## src/rtl/decode_pkg.sv

```systemverilog
// decode_pkg
// Shared definitions for the RV32I decode stage: major opcodes, the layout of
// the 32-bit control bundle (as a packed struct plus bit offsets), the
// one-hot instruction-format codes, the rd write-back source select codes and
// the decode-stage state enum.
package decode_pkg;

    // Major opcodes (inst[6:0])
    localparam logic [6:0] OPC_LUI      = 7'b0110111;
    localparam logic [6:0] OPC_AUIPC    = 7'b0010111;
    localparam logic [6:0] OPC_JAL      = 7'b1101111;
    localparam logic [6:0] OPC_JALR     = 7'b1100111;
    localparam logic [6:0] OPC_BRANCH   = 7'b1100011;
    localparam logic [6:0] OPC_LOAD     = 7'b0000011;
    localparam logic [6:0] OPC_STORE    = 7'b0100011;
    localparam logic [6:0] OPC_OP_IMM   = 7'b0010011;
    localparam logic [6:0] OPC_OP       = 7'b0110011;
    localparam logic [6:0] OPC_MISC_MEM = 7'b0001111;
    localparam logic [6:0] OPC_SYSTEM   = 7'b1110011;

    // funct7 values that are legal on the R-type / shift paths
    localparam logic [6:0] F7_BASE = 7'b0000000;
    localparam logic [6:0] F7_ALT  = 7'b0100000;
    localparam logic [6:0] F7_MULDIV = 7'b0000001;

    // Control bundle bit offsets and widths (LSB first)
    localparam int CTRL_W          = 32;
    localparam int CTRL_JUMP       = 0;
    localparam int CTRL_JALR       = 1;
    localparam int CTRL_BRANCH     = 2;
    localparam int CTRL_BR_TYPE    = 3;
    localparam int CTRL_BR_TYPE_W  = 3;
    localparam int CTRL_RD_SEL     = 6;
    localparam int CTRL_RD_SEL_W   = 2;
    localparam int CTRL_STORE_SEL  = 8;
    localparam int CTRL_STORE_W    = 3;
    localparam int CTRL_LOAD_SEL   = 11;
    localparam int CTRL_LOAD_W     = 3;
    localparam int CTRL_DMEM_REN   = 14;
    localparam int CTRL_DMEM_WEN   = 15;
    localparam int CTRL_OPSEL      = 16;
    localparam int CTRL_OPSEL_W    = 3;
    localparam int CTRL_ARITH      = 19;
    localparam int CTRL_UNSIGNED   = 20;
    localparam int CTRL_SUB        = 21;
    localparam int CTRL_AUIPC      = 22;
    localparam int CTRL_ALU_SRC    = 23;
    localparam int CTRL_RD_WEN     = 24;
    localparam int CTRL_FORMAT     = 25;
    localparam int CTRL_FORMAT_W   = 6;
    localparam int CTRL_MDU        = 31;

    // One-hot instruction formats
    localparam logic [5:0] FMT_R = 6'b000001;
    localparam logic [5:0] FMT_I = 6'b000010;
    localparam logic [5:0] FMT_S = 6'b000100;
    localparam logic [5:0] FMT_B = 6'b001000;
    localparam logic [5:0] FMT_U = 6'b010000;
    localparam logic [5:0] FMT_J = 6'b100000;

    // rd write-back source
    localparam logic [1:0] RD_SEL_ALU = 2'b00;
    localparam logic [1:0] RD_SEL_IMM = 2'b01;
    localparam logic [1:0] RD_SEL_PC4 = 2'b10;
    localparam logic [1:0] RD_SEL_MEM = 2'b11;

    // Field order is MSB first so the struct packs onto the offsets above.
    typedef struct packed {
        logic       mdu;            // 31
        logic [5:0] format;         // 30:25
        logic       rd_wen;         // 24
        logic       alu_src;        // 23
        logic       auipc;          // 22
        logic       sub;            // 21
        logic       is_unsigned;    // 20
        logic       arith;          // 19
        logic [2:0] opsel;          // 18:16
        logic       dmem_wen;       // 15
        logic       dmem_ren;       // 14
        logic [2:0] load_sel;       // 13:11
        logic [2:0] store_sel;      // 10:8
        logic [1:0] rd_dest_select; // 7:6
        logic [2:0] branch_type;    // 5:3
        logic       branch;         // 2
        logic       jalr;           // 1
        logic       jump;           // 0
    } ctrl_t;

    typedef enum logic [1:0] {
        EMPTY = 2'd0,
        FULL  = 2'd1,
        HALT  = 2'd2
    } state_t;

endpackage

```

## src/rtl/decode_comb.sv

```systemverilog
// decode_comb
// Purely combinational RV32I (optional M) instruction decoder.
// Ports:
//   i_inst    in  32  instruction word
//   o_ctrl    out 32  packed control bundle (decode_pkg::ctrl_t layout)
//   o_illegal out 1   instruction is not a legal encoding
//   o_system  out 1   instruction is ECALL/EBREAK (SYSTEM opcode)
// An illegal instruction always produces an all-zero bundle and o_system=0.
module decode_comb
    import decode_pkg::*;
#(
    parameter int EN_MEXT = 0
) (
    input  logic [31:0] i_inst,
    output logic [31:0] o_ctrl,
    output logic        o_illegal,
    output logic        o_system
);

    logic [6:0] w_opcode;
    logic [2:0] w_funct3;
    logic [6:0] w_funct7;
    ctrl_t      w_ctrl;
    logic       w_illegal;
    logic       w_system;
    logic       w_unused_fields;

    assign w_opcode = i_inst[6:0];
    assign w_funct3 = i_inst[14:12];
    assign w_funct7 = i_inst[31:25];

    // Register specifiers are consumed by the register file, not by decode.
    assign w_unused_fields = ^{i_inst[24:15], i_inst[11:7]};

    always_comb begin
        w_ctrl    = '0;
        w_illegal = 1'b0;
        w_system  = 1'b0;

        case (w_opcode)
            OPC_OP: begin
                w_ctrl.format      = FMT_R;
                w_ctrl.rd_wen      = 1'b1;
                w_ctrl.opsel       = w_funct3;
                w_ctrl.is_unsigned = (w_funct3 == 3'b011);
                w_ctrl.arith       = (w_funct3 == 3'b101) && w_funct7[5];
                w_ctrl.sub         = (w_funct3 == 3'b000) && w_funct7[5];
                if (w_funct7 == F7_BASE) begin
                    w_illegal = 1'b0;
                end else if (w_funct7 == F7_ALT) begin
                    // Only ADD/SUB and SRL/SRA have an alternate encoding.
                    w_illegal = !((w_funct3 == 3'b000) || (w_funct3 == 3'b101));
                end else if ((w_funct7 == F7_MULDIV) && (EN_MEXT != 0)) begin
                    w_ctrl.mdu = 1'b1;
                end else begin
                    w_illegal = 1'b1;
                end
            end

            OPC_OP_IMM: begin
                w_ctrl.format      = FMT_I;
                w_ctrl.rd_wen      = 1'b1;
                w_ctrl.alu_src     = 1'b1;
                w_ctrl.opsel       = w_funct3;
                w_ctrl.is_unsigned = (w_funct3 == 3'b011);
                w_ctrl.arith       = (w_funct3 == 3'b101) && w_funct7[5];
                // funct7 is only an opcode extension for the shift-immediates;
                // for the others those bits are part of the immediate.
                if (w_funct3 == 3'b001) begin
                    w_illegal = (w_funct7 != F7_BASE);
                end else if (w_funct3 == 3'b101) begin
                    w_illegal = (w_funct7 != F7_BASE) && (w_funct7 != F7_ALT);
                end
            end

            OPC_LUI: begin
                w_ctrl.format         = FMT_U;
                w_ctrl.rd_wen         = 1'b1;
                w_ctrl.rd_dest_select = RD_SEL_IMM;
            end

            OPC_AUIPC: begin
                w_ctrl.format  = FMT_U;
                w_ctrl.rd_wen  = 1'b1;
                w_ctrl.auipc   = 1'b1;
                w_ctrl.alu_src = 1'b1;
            end

            OPC_LOAD: begin
                w_ctrl.format         = FMT_I;
                w_ctrl.rd_wen         = 1'b1;
                w_ctrl.alu_src        = 1'b1;
                w_ctrl.dmem_ren       = 1'b1;
                w_ctrl.load_sel       = w_funct3;
                w_ctrl.rd_dest_select = RD_SEL_MEM;
                w_illegal = (w_funct3 == 3'b011) || (w_funct3 == 3'b110) ||
                            (w_funct3 == 3'b111);
            end

            OPC_STORE: begin
                w_ctrl.format    = FMT_S;
                w_ctrl.alu_src   = 1'b1;
                w_ctrl.dmem_wen  = 1'b1;
                w_ctrl.store_sel = w_funct3;
                w_illegal = (w_funct3 > 3'b010);
            end

            OPC_BRANCH: begin
                w_ctrl.format      = FMT_B;
                w_ctrl.branch      = 1'b1;
                w_ctrl.branch_type = w_funct3;
                w_ctrl.is_unsigned = w_funct3[1];
                w_illegal = (w_funct3 == 3'b010) || (w_funct3 == 3'b011);
            end

            OPC_JAL: begin
                w_ctrl.format         = FMT_J;
                w_ctrl.jump           = 1'b1;
                w_ctrl.rd_wen         = 1'b1;
                w_ctrl.rd_dest_select = RD_SEL_PC4;
            end

            OPC_JALR: begin
                w_ctrl.format         = FMT_I;
                w_ctrl.jalr           = 1'b1;
                w_ctrl.rd_wen         = 1'b1;
                w_ctrl.alu_src        = 1'b1;
                w_ctrl.rd_dest_select = RD_SEL_PC4;
                w_illegal = (w_funct3 != 3'b000);
            end

            // FENCE is a legal no-op on this single-hart in-order pipeline.
            OPC_MISC_MEM: begin
                w_ctrl = '0;
            end

            OPC_SYSTEM: begin
                w_system = 1'b1;
            end

            default: begin
                w_illegal = 1'b1;
            end
        endcase

        if (w_illegal) begin
            w_ctrl   = '0;
            w_system = 1'b0;
        end
    end

    assign o_ctrl    = w_ctrl;
    assign o_illegal = w_illegal;
    assign o_system  = w_system;

endmodule

```

## src/rtl/decode_stage.sv

```systemverilog
// decode_stage
// Registered decode stage between fetch and execute. The incoming instruction
// is decoded combinationally and captured, together with its PC, in a
// single-entry register guarded by a valid/ready handshake.
// Ports:
//   i_clk, i_rst          clock (rising edge), synchronous active-high reset
//   i_flush               drop the held entry and any same-cycle input
//   i_valid/o_ready       upstream handshake; i_inst, i_pc are the payload
//   o_valid/i_ready       downstream handshake; o_inst, o_pc, o_ctrl payload
//   o_illegal, o_system   flags for the held instruction
//   o_halted              stage stopped after handing on SYSTEM/illegal
//   o_dec_count           saturating count of instructions handed downstream
module decode_stage
    import decode_pkg::*;
#(
    parameter int XLEN    = 32,
    parameter int EN_MEXT = 0,
    parameter int CNT_W   = 16
) (
    input  logic             i_clk,
    input  logic             i_rst,
    input  logic             i_flush,
    input  logic             i_valid,
    output logic             o_ready,
    input  logic [31:0]      i_inst,
    input  logic [XLEN-1:0]  i_pc,
    output logic             o_valid,
    input  logic             i_ready,
    output logic [31:0]      o_inst,
    output logic [XLEN-1:0]  o_pc,
    output logic [31:0]      o_ctrl,
    output logic             o_illegal,
    output logic             o_system,
    output logic             o_halted,
    output logic [CNT_W-1:0] o_dec_count
);

    function automatic logic [CNT_W-1:0] sat_inc(input logic [CNT_W-1:0] value);
        if (&value) begin
            return value;
        end
        return value + {{(CNT_W-1){1'b0}}, 1'b1};
    endfunction

    logic [31:0]      w_dec_ctrl;
    logic             w_dec_illegal;
    logic             w_dec_system;
    logic             w_valid;
    logic             w_halted;
    logic             w_stop_held;
    logic             w_ready;
    logic             w_xfer;
    logic             w_load;

    state_t           r_state;
    logic [31:0]      r_inst_p1;
    logic [XLEN-1:0]  r_pc_p1;
    logic [31:0]      r_ctrl_p1;
    logic             r_illegal_p1;
    logic             r_system_p1;
    logic [CNT_W-1:0] r_count;

    decode_comb #(
        .EN_MEXT (EN_MEXT)
    ) u_decode (
        .i_inst    (i_inst),
        .o_ctrl    (w_dec_ctrl),
        .o_illegal (w_dec_illegal),
        .o_system  (w_dec_system)
    );

    assign w_valid     = (r_state == FULL);
    assign w_halted    = (r_state == HALT);
    // A held SYSTEM/illegal entry is the last one before HALT, so nothing may
    // queue behind it.
    assign w_stop_held = r_illegal_p1 | r_system_p1;
    assign w_ready     = (r_state == EMPTY) || (w_valid && i_ready && !w_stop_held);
    assign w_xfer      = w_valid && i_ready;
    assign w_load      = i_valid && w_ready && !i_flush;

    // ---- stage boundary: decode -> execute register ----
    always_ff @(posedge i_clk) begin
        if (i_rst) begin
            r_state      <= EMPTY;
            r_inst_p1    <= '0;
            r_pc_p1      <= '0;
            r_ctrl_p1    <= '0;
            r_illegal_p1 <= 1'b0;
            r_system_p1  <= 1'b0;
            r_count      <= '0;
        end else begin
            // A transfer is counted even when a flush discards the state update.
            if (w_xfer) begin
                r_count <= sat_inc(r_count);
            end

            if (w_load) begin
                r_inst_p1    <= i_inst;
                r_pc_p1      <= i_pc;
                r_ctrl_p1    <= w_dec_ctrl;
                r_illegal_p1 <= w_dec_illegal;
                r_system_p1  <= w_dec_system;
            end else if (w_xfer || i_flush) begin
                // Flags describe the held entry only; clear them once it leaves.
                r_illegal_p1 <= 1'b0;
                r_system_p1  <= 1'b0;
            end

            case (r_state)
                EMPTY: begin
                    if (w_load) begin
                        r_state <= FULL;
                    end
                end
                FULL: begin
                    if (i_flush) begin
                        r_state <= EMPTY;
                    end else if (w_xfer && w_stop_held) begin
                        r_state <= HALT;
                    end else if (w_xfer && !w_load) begin
                        r_state <= EMPTY;
                    end
                end
                HALT: begin
                    r_state <= HALT;
                end
                default: begin
                    r_state <= EMPTY;
                end
            endcase
        end
    end

    assign o_ready     = w_ready;
    assign o_valid     = w_valid;
    assign o_halted    = w_halted;
    assign o_inst      = r_inst_p1;
    assign o_pc        = r_pc_p1;
    assign o_ctrl      = r_ctrl_p1;
    assign o_illegal   = r_illegal_p1;
    assign o_system    = r_system_p1;
    assign o_dec_count = r_count;

endmodule

```

## config.mk

```make
export PLATFORM = sky130hd
export DESIGN_NAME = decode_stage
export DESIGN_NICKNAME = d
export VERILOG_FILES = /design/src/rtl/decode_pkg.sv /design/src/rtl/decode_comb.sv /design/src/rtl/decode_stage.sv
export SDC_FILE = /design/constraint.sdc
export NUM_CORES = 1
export LEC_CHECK = 0
export ABC_AREA = 1
export CAP_MARGIN = 20
export CORE_ASPECT_RATIO = 0.7
export CORE_UTILIZATION = 25
export CTS_BUF_LIST = sky130_fd_sc_hd__clkbuf_8 sky130_fd_sc_hd__clkbuf_16
export CTS_CLUSTER_DIAMETER = 80
export DETAILED_ROUTE_END_ITERATION = 8
export PLACE_DENSITY_LB_ADDON = 0.12
export SYNTH_ARGS = -nofsm -noshare
export SYNTH_HDL_FRONTEND = slang
export SYNTH_HIERARCHICAL = 1
export SYNTH_SLANG_ARGS = --single-unit
```

## constraint.sdc

```tcl
create_clock -name i_clk -period 1.4 [get_ports i_clk]
set_input_delay 0.21 -clock i_clk [delete_from_list [all_inputs] [get_ports i_clk]]
set_output_delay 0.21 -clock i_clk [all_outputs]
set_load 0.03 [all_outputs]
```

==> results_dict.tcl, run 1 <==
set metrics [dict create \
    port_buffers 185 \
    yosys_most_used_dff "dfxtp_1" \
    cts_buffer_depth 2 \
    wl_mm 20.4 \
    syn_inst 743 \
    crit_path_max_fanout 3 \
    track_usage 0.197 \
    r2r_setup_slack_ns -0.19 \
    cap_violations 0 \
    syn-cell-area_mm2 0.00515 \
    slew_violations 0 \
    h-tree-depth 4 \
    clk_transition_reported_paths_ns 0.05 \
    synth.top_cells.by_area "dfxtp_1 45%, nor2_1 18%, o21ai_0 9.4%, nand2_1 6.9%, nand3_1 3.1%" \
    ys_seq_elements 116 \
    tritoncts "yes" \
    ir_drop_v 0.000709 \
    cts_hold_buf 0 \
    die_h_um 122 \
    dr.pass1.iters 4 \
    grt_antenna_before_repair 1 \
    yosys_warnings 6 \
    yosys.area_share.simple 0.337 \
    yosysTopAreaCellShare 0.451 \
    hpwlAfterDp_mm 12.3 \
    final_cell_mix "183 x nor2_1, 97 x dfxtp_1, 83 x nand2_1" \
    status "complete, but fails checks" \
    worstSetupPathType "reg -> out" \
    hp-start "i_inst[28]" \
    routed_via_density 4.42 \
    start_util 0.257 \
    setup_viol 111 \
    clk_latency_ns 0.41 \
    synthToLayoutAreaGrowth_pct 87.1 \
    layout_setup_ws_ns -0.194 \
    clock_skew_ns 0.0104 \
    cts_inserted_buffers 17 \
    io_pins 186 \
    n_fill_cell 1984 \
    synth_cell_types 34 \
    critPathRequiredTime_ns 1.19 \
    critPathLaunchType "flip-flop" \
    synth_edf_count 0 \
    overflow 0 \
    ff2ff_path_depth 8 \
    crit_path_end_kind "primary output" \
    die_w_um 174 \
    r2r-end "o_inst[29]" \
    wire_per_inst_um 15.5 \
    gp_congestion 0.799 \
    yosysSeqAreaShare 0.451 \
    layout_commonest_cell "nor2_1" \
    yosysTopAreaCell "dfxtp_1" \
    violations "setup timing" \
    reg2reg_from "r_state[1]" \
    grt_max_degree 44 \
    cts.sinks 116 \
    routed-via-count 5828 \
    synth_top_family_by_area "simple AND/OR/NAND/NOR gates" \
    core_mm2 0.0200 \
    power_density_mw_per_mm2 1040 \
    grt_pass1_vias 5540 \
    synth.avg_cell_area_um2 6.93 \
    hold_depth 3 \
    fmax_ghz 0.627 \
    layout-drive-gt1-share 0.401 \
    drc 0 \
    rsz0062_at_grt "yes" \
    final-hold-violation-count 0 \
    drt_iter0_markers 275 \
    ant_nets 0 \
    nets 1104 \
    synth-compound-area-share 0.120 \
    whs_endpoint "o_inst[28]" \
    rows 43 \
    cellLeakagePower_nw 4.10 \
    root_buffer "clkbuf_16" \
    hp-class "in -> reg" \
    dp.cells 1238 \
    min_period_ns 1.59 \
    synth_fa_ha_area_frac 0.00243 \
    die_area_mm2 0.0212 \
    synth_xor_area_frac 0.0102 \
    min_period_over_period 1.14 \
    synthMuxAreaShare 0 \
    worstPathArrival_ns 1.38 \
    final_cells 1318 \
    pre_cts_slack_ns -0.806 \
    async_flop_share 0 \
    grt_pass1_wl_mm 31.8 \
]
-- stage by stage --
stage	utilization	setup TNS (ns)	hold WS [ns]	power, W	area (um2)
after floorplan	-	-22.33	0.356	0.00458	5200
after global placement	0.392	-43.89	0.453	0.00544	7850
after detailed placement	0.392	-42.91	0.461	0.00544	7850
after CTS	0.481	-18.53	0.179	0.0101	9640
after global routing	0.481	-19.98	0.205	0.0105	9640
final	0.481	-11.14	0.198	0.0100	9640
-- worst max-delay path by stage --
stage	slack (ns)	startpoint	endpoint	cells past startpoint
global placement	-0.74	i_inst[6]	o_ctrl[28]	13
detailed placement	-0.81	i_inst[6]	o_ctrl[11]	13
CTS	-0.26	o_system	o_ctrl[24]	10
global route	-0.26	r_state[0]	o_ready	6
floorplan	-0.27	r_state[0]	o_pc[12]	9
finish	-0.19	r_state[1]	o_ready	5
-- cells in the mapped netlist (2+ instances only) --
master    number
a21oi_1       15
buf_2          9
buf_4          4
buf_6          6
clkbuf_1      19
dfxtp_1      116
inv_1         39
inv_2          5
nand2_1       95
nand2_2        3
nand2_4        3
nand3_1       32
nand4_1        4
nor2_1       248
nor2_2        12
nor2_4         6
nor3_1         6
o21ai_0       97
o21ai_1        5
xnor2_1        4
xor2_1         2
-- metal layers --
layer  routed length [um]  track usage  vias up
met2                 8340        0.277      177
met4                  280       0.0592        0
met3                 1450       0.0602       20
met5                    0            0        -
met1                10300        0.283     2676
li1                     -            -     2955
-- registers in the layout (all words and copies together) (netlist names) --
| signal | count |
|---|---|
| o_ctrl | 32 |
| o_dec_count | 16 |
| o_illegal | 1 |
| o_inst | 32 |
| o_pc | 32 |
| o_system | 1 |
| r_state | 2 |
-- power by group --
| part | leakage, nW | total (W) | switching, W | internal (W) |
|---|---|---|---|---|
| clock | 0.277 | 0.00426 | 0.00162 | 0.00265 |
| sequential | 0.963 | 0.00363 | 0.000128 | 0.00350 |
| combinational | 2.86 | 0.00214 | 0.00121 | 0.000921 |
-- cell type report --
type,instances,area [um2],area share
tap,270,338,0.0351
timing repair inverter,2,32.5,0.00338
clock buffer,18,439,0.0456
antenna,1,2.50,0.000260
sequential,116,2360,0.245
clock inverter,14,138,0.0143
multi-input combinational,547,3170,0.329
timing repair buffer,305,2970,0.308
inverter,45,191,0.0199
-- worst max-delay path: stages, from the launching register on --
cell and delay, ns:
dfxtp_4 0.36, nor2_4 0.13, nand2_4 0.07, o21ai_4 0.16, buf_4 0.14, buf_6 0.12
-- repair_timing --
item / 4_1_cts / 5_1_grt
gates resized for setup: 350 / 270
pin swaps: 37 / 52
buffers inserted: 26 / 8
endpoints found under the setup margin: 228 / 194
hold endpoints to repair: 0 / 0
cloned: 26 / 2
-- cells by family after synthesis --
group / count (synthesis)
compound gates: 120
simple gates: 414
buf+inv: 85
flops: 116
fa+ha+maj: 1
xor+xnor: 6
other cells: 1
(Power assumes the default switching activity.)
==> run 2: changes to the inputs <==
SLEW_MARGIN = 10   (was unset)
==> results of run 2 <==
Same layout as run 1: the final DEF is identical, and so are final timing and power.
==> run 3: changes to the inputs <==
ABC_AREA = 0   (was 1)
==> run 3 against run 2 <==
Effect of this change:
- critical path type is now reg -> reg
- design area fell by 7.6%
- routed wire length fell by 14%
- the flow still finishes with violations (setup timing)
- sequential share of layout area rose by 2.1 points
==> results_dict.tcl, run 3 <==
set metrics [dict create \
    status "complete, but fails checks" \
    violations "setup timing" \
    slew_violations 0 \
    tritoncts "yes" \
    port_buffers 185 \
    cap_violations 0 \
    yosysMostFrequentCell "nand2_1" \
    nets 982 \
    fmax_ghz 0.556 \
    n_fill_cell 1892 \
    yosysTopAreaCell "dfxtp_1" \
    reg2reg_from "o_illegal" \
    layout_setup_ws_ns -0.399 \
    dr.pass1.iters 4 \
    die_w_um 171 \
    h-tree-depth 4 \
    overflow 0 \
    clk_latency_ns 0.41 \
    multiInputGateArea_mm2 0.00276 \
    cts.sinks 116 \
    start_util 0.260 \
    crit_path_max_fanout 57 \
    rows 42 \
    grt_antenna_before_repair 1 \
    wire_per_inst_um 14.8 \
    syn-cell-area_mm2 0.00502 \
    cts_hold_buf 0 \
    worstSetupPathType "reg -> reg" \
    yosysSeqAreaShare 0.462 \
    seqCellArea_mm2 0.00236 \
    ir_drop_v 0.000580 \
    synth.top_cells.by_area "dfxtp_1 46%, nand2_1 15%, a21oi_1 12%, clkbuf_1 2.9%, nor2_1 1.6%" \
    yosys_warnings 6 \
    synth_edf_count 0 \
    cts_inserted_buffers 17 \
    drc 0 \
    worstPathArrival_ns 2.08 \
    synth.avg_cell_area_um2 7.72 \
    ant_nets 0 \
    gp_congestion 0.863 \
    die_h_um 121 \
    final_cell_mix "202 x nand2_1, 104 x a21oi_1, 99 x dfxtp_1" \
    rsz0062_at_grt "yes" \
    cellLeakagePower_nw 3.58 \
    grt_pass1_vias 5425 \
    design_area_mm2 0.00890 \
    routed_via_density 4.63 \
    track_usage 0.171 \
    drt_iter0_markers 245 \
    ys_seq_elements 116 \
    core_mm2 0.0193 \
    wl_mm 17.6 \
    min_period_over_period 1.29 \
    hp-class "in -> reg" \
    netlist_top_cells_count "206 x nand2_1, 116 x a21oi_1, 116 x dfxtp_1" \
    clk_transition_reported_paths_ns 0.06 \
    grt_pass1_wl_mm 27.7 \
    syn_inst 650 \
    io_pins 186 \
    synthToLayoutAreaGrowth_pct 77.2 \
    routed-via-count 5509 \
    hp-start "i_inst[27]" \
    dp.cells 1140 \
    critPathLaunchType "flip-flop" \
    final-hold-violation-count 0 \
    layout_commonest_cell "nand2_1" \
    cts_buffer_depth 2 \
    clock_skew_ns 0.00814 \
    layout-drive-gt1-share 0.290 \
    synth_cell_types 57 \
    min_period_ns 1.80 \
    grt_max_degree 58 \
    die_area_mm2 0.0207 \
    setup_viol 117 \
    dpl-instance-area_mm2 0.00804 \
    crit_path_end_kind "flip-flop" \
    yosys_most_used_dff "dfxtp_1" \
    root_buffer "clkbuf_16" \
    critPathRequiredTime_ns 1.68 \
    power_density_mw_per_mm2 1040 \
    pre_cts_slack_ns -1.10 \
    yosysTopAreaCellShare 0.462 \
    hpwlAfterDp_mm 12.6 \
    final_cells 1190 \
    async_flop_share 0 \
    startpoint "o_illegal" \
]
==> run 3: cell types whose count changed after synthesis, sizes merged, moves of 9 or more <==
| cell | change |
|---|---|
| clkbuf | +20 |
| inv | -35 |
| nand3 | -22 |
| a21oi | +101 |
| nand2 | +105 |
| nor2 | -244 |
| o21ai | -100 |
| nor3 | +9 |
==> run 3: per-stage QoR <==
step,hold WS [ns],total power [W],util,TNS (ns)
finish,0.109,0.00924,0.461,-39.88
global route,0.122,0.00961,0.461,-47.15
CTS,0.181,0.00937,0.456,-39.31
detailed placement,0.445,0.00472,0.417,-92.57
global placement,0.440,0.00471,0.417,-89.71
floorplan,0.289,0.00409,-,-40.20
==> run 3: routing by layer <==
| metal | GRT usage | share of wire |
|---|---|---|
| met1 | 0.221 | 0.47 |
| met2 | 0.256 | 0.42 |
| met3 | 0.0687 | 0.096 |
| met4 | 0.0564 | 0.0089 |
| met5 | 0 | 0 |
==> run 3: worst paths after layout <==
path	endpoint	slack [ns]	depth (start not counted)
max	o_pc[24]	-0.40	5
min	o_inst[27]	0.11	3
min reg2reg	o_pc[13]	0.45	2
max reg2reg	o_pc[24]	-0.40	5
==> run 3: cell families after synthesis <==
kind of cell,count (synthesis),share of synthesized area
muxes,5,0.0110
buffers and inverters,61,0.0538
and+or+nand+nor,317,0.293
DFF,116,0.462
AOI/OAI and AO/OA,148,0.175
other,1,0.000747
adders and majority gates,2,0.00473
==> run 3: final cells by class <==
class                   count  area share
diodes                      1    0.000281
clock buffers              23      0.0596
clock inverters             9      0.0125
inverters                   9     0.00380
multi-input cells         475       0.310
flip-flops and latches    116       0.266
well taps                 264      0.0371
repair buffers            293       0.311
==> run 3: repair_timing <==
action,CTS,global route
buffers inserted,10,7
pin swaps,26,15
setup endpoints to repair,219,166
resized for setup,207,90
gates cloned,1,0
==> run 3: where the power goes <==
group          switching, W  internal, W
sequential        0.0000468      0.00338
clock               0.00159      0.00303
combinational      0.000671     0.000524
==> run 3: worst max-delay path: stages, from the launching register on <==
cell      delay [ns]
dfxtp_4         0.34
or3b_4          0.42
a2111o_2        0.50
buf_12          0.21
nand2_1         0.11
a21oi_1         0.07
